==> config.mk <==
export PLATFORM = sky130hd
export DESIGN_NAME = reg_file_scoreboard
export DESIGN_NICKNAME = d
export VERILOG_FILES = /design/src/rtl/reg_file_scoreboard.sv
export SDC_FILE = /design/constraint.sdc
export NUM_CORES = 1
export LEC_CHECK = 0
export CORE_ASPECT_RATIO = 0.8
export CORE_UTILIZATION = 35
export DETAILED_ROUTE_END_ITERATION = 7
export GPL_TIMING_DRIVEN = 0
export PLACE_DENSITY = 0.52
export SETUP_SLACK_MARGIN = 0.5
export SYNTH_ARGS = -nofsm -noshare
export SYNTH_HDL_FRONTEND = slang
export SYNTH_SLANG_ARGS = --single-unit
export TNS_END_PERCENT = 10
==> constraint.sdc <==
create_clock -name clock -period 3.3 [get_ports clock]
set_clock_uncertainty 0.2 [all_clocks]
set_input_delay 0.66 -clock clock [delete_from_list [all_inputs] [get_ports clock]]
set_output_delay 0.66 -clock clock [all_outputs]
set_load 0.01 [all_outputs]
==> src/rtl/reg_file_scoreboard.sv <==
// General-purpose register file with one write port, two registered read ports,
// R0 base-address zeroing on port A and a per-register pending-write scoreboard.
module reg_file_scoreboard #(
    parameter int                    DATA_WIDTH = 32,
    parameter int                    ADDR_WIDTH = 4,
    parameter logic [DATA_WIDTH-1:0] INIT       = '0,
    parameter bit                    R0_BA_ZERO = 1'b1
) (
    input  logic                  clock,
    input  logic                  clear,
    input  logic                  wr_en,
    input  logic [ADDR_WIDTH-1:0] wr_addr,
    input  logic [DATA_WIDTH-1:0] wr_data,
    input  logic                  rsv_en,
    input  logic [ADDR_WIDTH-1:0] rsv_addr,
    input  logic [ADDR_WIDTH-1:0] rd_addr_a,
    input  logic                  BAOut,
    input  logic [ADDR_WIDTH-1:0] rd_addr_b,
    output logic [DATA_WIDTH-1:0] rd_data_a,
    output logic                  rd_ready_a,
    output logic [DATA_WIDTH-1:0] rd_data_b,
    output logic                  rd_ready_b
);
    localparam int NUM_REGS = 2 ** ADDR_WIDTH;

    // Declaration initialisers give the power-up state; clear never restores INIT.
    logic [DATA_WIDTH-1:0] regs_reg [NUM_REGS] = '{default: INIT};
    logic [NUM_REGS-1:0]   pending_reg         = '0;
    logic [NUM_REGS-1:0]   pending_next;

    logic [DATA_WIDTH-1:0] rd_data_a_reg  = '0;
    logic [DATA_WIDTH-1:0] rd_data_b_reg  = '0;
    logic                  rd_ready_a_reg = 1'b1;
    logic                  rd_ready_b_reg = 1'b1;
    logic [DATA_WIDTH-1:0] rd_data_a_next;
    logic [DATA_WIDTH-1:0] rd_data_b_next;

    // Reserve wins over a same-cycle write to the same register.
    genvar gi;
    generate
        for (gi = 0; gi < NUM_REGS; gi++) begin : g_pending
            assign pending_next[gi] =
                (rsv_en && (rsv_addr == ADDR_WIDTH'(gi))) ||
                (pending_reg[gi] && !(wr_en && (wr_addr == ADDR_WIDTH'(gi))));
        end
    endgenerate

    always_comb begin
        rd_data_a_next = regs_reg[rd_addr_a];
        rd_data_b_next = regs_reg[rd_addr_b];
        if (wr_en && (wr_addr == rd_addr_a)) begin
            rd_data_a_next = wr_data;
        end
        if (wr_en && (wr_addr == rd_addr_b)) begin
            rd_data_b_next = wr_data;
        end
        // Base-address zeroing overrides even the write bypass.
        if (R0_BA_ZERO && BAOut && (rd_addr_a == '0)) begin
            rd_data_a_next = '0;
        end
    end

    always_ff @(posedge clock) begin
        if (clear) begin
            for (int i = 0; i < NUM_REGS; i++) begin
                regs_reg[i] <= '0;
            end
            pending_reg    <= '0;
            rd_data_a_reg  <= '0;
            rd_data_b_reg  <= '0;
            rd_ready_a_reg <= 1'b1;
            rd_ready_b_reg <= 1'b1;
        end else begin
            if (wr_en) begin
                regs_reg[wr_addr] <= wr_data;
            end
            pending_reg    <= pending_next;
            rd_data_a_reg  <= rd_data_a_next;
            rd_data_b_reg  <= rd_data_b_next;
            rd_ready_a_reg <= ~pending_next[rd_addr_a];
            rd_ready_b_reg <= ~pending_next[rd_addr_b];
        end
    end

    assign rd_data_a  = rd_data_a_reg;
    assign rd_data_b  = rd_data_b_reg;
    assign rd_ready_a = rd_ready_a_reg;
    assign rd_ready_b = rd_ready_b_reg;

endmodule

==> impl_metrics.json <==
{
  "result_of_the_run": "finished clean",
  "placement.io_buffers": 111,
  "place_worst_setup_slack_ns": -0.889,
  "asyncSetResetFlopFracSynth_pct": 0,
  "routed-wl-met2_um": 47500,
  "most-common-layout-cells": "sky130_fd_sc_hd__and2_1 (513), sky130_fd_sc_hd__edfxtp_1 (512), sky130_fd_sc_hd__mux4_2 (323)",
  "detail_route.wirelength_um": 108000,
  "utilization_pct": 42.0,
  "die_w_um": 330,
  "setup.reg_to_reg.worst_slack_ns": 1.27,
  "dr.max_layer_used": "met5",
  "fin_area_um2": 35600,
  "edff_count_synth": 512,
  "cts_root_buffer": "sky130_fd_sc_hd__clkbuf_16",
  "cts-htree-levels": 3,
  "fin_nets": 2230,
  "tritoncts": "built",
  "grt.total_usage_pct": 24.8,
  "clock_tree.buffer_depth": 3,
  "worstPathMaxFanout": 10,
  "pin_count_of_the_biggest_net_entering_global_routing": 33,
  "drt-initial-drc-count": 2561,
  "layout_worst_path_cycle_share_pct": 92.6,
  "slowest_stage": "sky130_fd_sc_hd__clkdlybuf4s50_1",
  "achievable-frequency_ghz": 0.327,
  "post_route_drc": 0,
  "antenna_found_initial": 4,
  "most_common_cell_after_layout_fill_and_taps_aside": "sky130_fd_sc_hd__and2_1",
  "cp_common_cell": "sky130_fd_sc_hd__buf_2",
  "worst_path_largest_cell_delay_ns": 0.57,
  "cts.sink_count": 594,
  "timing.hold.worst.class": "primary input to register",
  "yosys.cell_types.count": 48,
  "die_area_um2": 87300,
  "drv_cap": 0,
  "reg2regPathDepth": 4,
  "fraction_of_final_layout_cells_sized_beyond_drive_strength_1_pct": 26.7,
  "avgRoutedWirePerCell_um": 32.1,
  "startpoint": "wr_addr[2]",
  "numCtsBuffers": 68,
  "routed-wl-met3_um": 11000,
  "detailed_place_hpwl_um": 73000,
  "hold-worst-slack_ns": 0.241,
  "power_density_nw_per_um2": 532,
  "final_period_minus_worst_setup_slack_ns": 3.05,
  "yosysSeqAreaShare_pct": 56.4,
  "clk_pin_slew_worst_paths_ns": 0.06,
  "std_cell_rows": 95,
  "synth_warnings": 0,
  "placeableCoreArea_um2": 84600,
  "via_count": 19400,
  "global_route.overflow_total": 0,
  "routedLengthMet1_um": 46400,
  "timing.critical_path.arrival_ns": 3.34,
  "launching_point_of_the_worst_reg2reg_path": "regs_reg[15][0]",
  "ant_nets": 0,
  "post-cts-setup-buffer-count": 0,
  "gp_routability_congestion": 0.882,
  "die-height_um": 265,
  "final_setup_viols": 0,
  "cp-end-kind": "register",
  "nets_in_the_synthesized_netlist": 2032,
  "first_global_vias": 19100,
  "insertion_delay_ns": 0.64,
  "kind_of_launch_point_of_the_worst_setup_path": "primary input",
  "postLayoutSetupSlackWorst_ns": 0.245,
  "relSlewSlack_pct": 21.1,
  "synth_seq_cells": 594,
  "post_drt_via_cell_ratio": 5.80,
  "syn_avg_cell_area_um2": 15.2,
  "rsz0062_at_grt": "true",
  "hold_viol_final": 0,
  "layout-area-overhead-vs-synth_pct": 18.0,
  "crit_type": "primary input to register",
  "crit_path_cell_trace": "clkdlybuf4s50_1 > buf_2 > xor2_1 > nor3_1 > and3_1 > clkbuf_2 > buf_2 > nand2_1 > a21oi_1",
  "grt_pass1_wl_um": 150000,
  "postSynthCellCount": 1979,
  "final_max_tran_viols": 0,
  "max_ffs_per_register": 512,
  "vdd_drop_max_uv": 328,
  "r2r_end": "rd_data_b[0]",
  "crit_path_end": "rd_data_b[17]",
  "io_pins": 119,
  "post_synth_instance_area_um2": 30200,
  "nFillCells": 7747,
  "leakagePower_nw": 12.3,
  "synth_ff_type": "sky130_fd_sc_hd__edfxtp_1",
  "drtPass1Iterations": 5,
  "tightestPinTransition_ns": 1.18,
  "floorplan.initialDensity_pct": 35.6,
  "dpl-instance-area_um2": 33200,
  "cp_data_required_time_ns": 3.58
}
worst min path at each step:
stage / from / end / slack (ns) / cells past startpoint
finish: rsv_addr[1] / pending_reg[14] / 0.24 / 3
global route: rsv_addr[1] / pending_reg[14] / 0.25 / 3
CTS: rsv_addr[1] / pending_reg[14] / 0.22 / 3
detailed placement: pending_reg[11] / pending_reg[11] / 0.32 / 2
global placement: pending_reg[15] / pending_reg[15] / 0.30 / 2
floorplan: pending_reg[11] / pending_reg[11] / 0.26 / 2
layout make-up:
| class | instances | area (um2) | area share, % |
|---|---|---|---|
| repair buffers | 128 | 1510 | 4.25 |
| diodes | 4 | 10.0 | 0.0281 |
| multi-input cells | 1194 | 12400 | 34.9 |
| clock buffers | 97 | 2010 | 5.65 |
| clock inverters | 25 | 196 | 0.552 |
| well taps | 1115 | 1400 | 3.92 |
| inverters | 3 | 11.3 | 0.0317 |
| plain buffers | 188 | 1010 | 2.85 |
| flip-flops and latches | 594 | 17000 | 47.8 |
cell families after synthesis:
group                     synth area share (%)
and+or+nand+nor                           14.1
DFF                                       56.4
muxes                                     24.2
AOI/OAI and AO/OA                         2.13
buffers and inverters                     2.92
xor gates and xnor gates                 0.261
power by group:
part	internal [W]	switching [W]	leakage (nW)	total (W)
Combinational	0.00116	0.00129	5.62	0.00245
Sequential	0.00864	0.000203	5.58	0.00884
Clock	0.00441	0.00323	1.08	0.00764
Total	0.0142	0.00472	12.3	0.0189
metal layers:
layer / global-route usage, % / up-vias
met1: 36.5 / 10300
met2: 36.4 / 1076
met3: 6.61 / 150
met5: 0.892 / -
li1: - / 7931
met4: 5.58 / 2
Yosys cell counts (5+ instances only):
library cell	count	area share [%]
sky130_fd_sc_hd__buf_2	45	0.75
sky130_fd_sc_hd__nor2b_1	8	0.17
sky130_fd_sc_hd__a21oi_1	70	1.2
sky130_fd_sc_hd__edfxtp_1	512	51
sky130_fd_sc_hd__xor2_1	6	0.17
sky130_fd_sc_hd__mux4_2	323	24
sky130_fd_sc_hd__clkbuf_1	119	1.5
sky130_fd_sc_hd__o21bai_1	6	0.15
sky130_fd_sc_hd__nand2_1	152	1.9
sky130_fd_sc_hd__nand3_1	7	0.12
sky130_fd_sc_hd__dfxtp_1	82	5.4
sky130_fd_sc_hd__buf_4	5	0.12
sky130_fd_sc_hd__buf_1	12	0.15
sky130_fd_sc_hd__nand2b_1	15	0.31
sky130_fd_sc_hd__and2_1	513	11
sky130_fd_sc_hd__a22oi_1	6	0.15
sky130_fd_sc_hd__nor2_1	31	0.39
sky130_fd_sc_hd__nor3_1	6	0.10
sky130_fd_sc_hd__o21ai_0	5	0.083
critical path, delay by kind of cell:
| kind | cells | cell delay (ns) |
|---|---|---|
| AND/OR/NAND/NOR | 3 | 0.60 |
| XOR/XNOR | 1 | 0.18 |
| buffers and inverters | 4 | 1.54 |
| AO/OA/AOI/OAI | 1 | 0.34 |
per-stage QoR:
| step | power [W] | setup TNS (ns) | cells |
|---|---|---|---|
| floorplan | 0.0103 | 0 | 1979 |
| global route | 0.0195 | 0 | 3344 |
| CTS | 0.0190 | 0 | 3344 |
| global placement | 0.0113 | -1116.09 | 3205 |
| detailed placement | 0.0114 | -297.73 | 3222 |
| finish | 0.0189 | 0 | 3348 |
repair_timing:
item	CTS	global route
gates resized for setup	83	83
hold buffers	0	0
setup endpoints to repair	667	714
endpoints found under the hold margin	0	0
(Power assumes the default switching activity.)
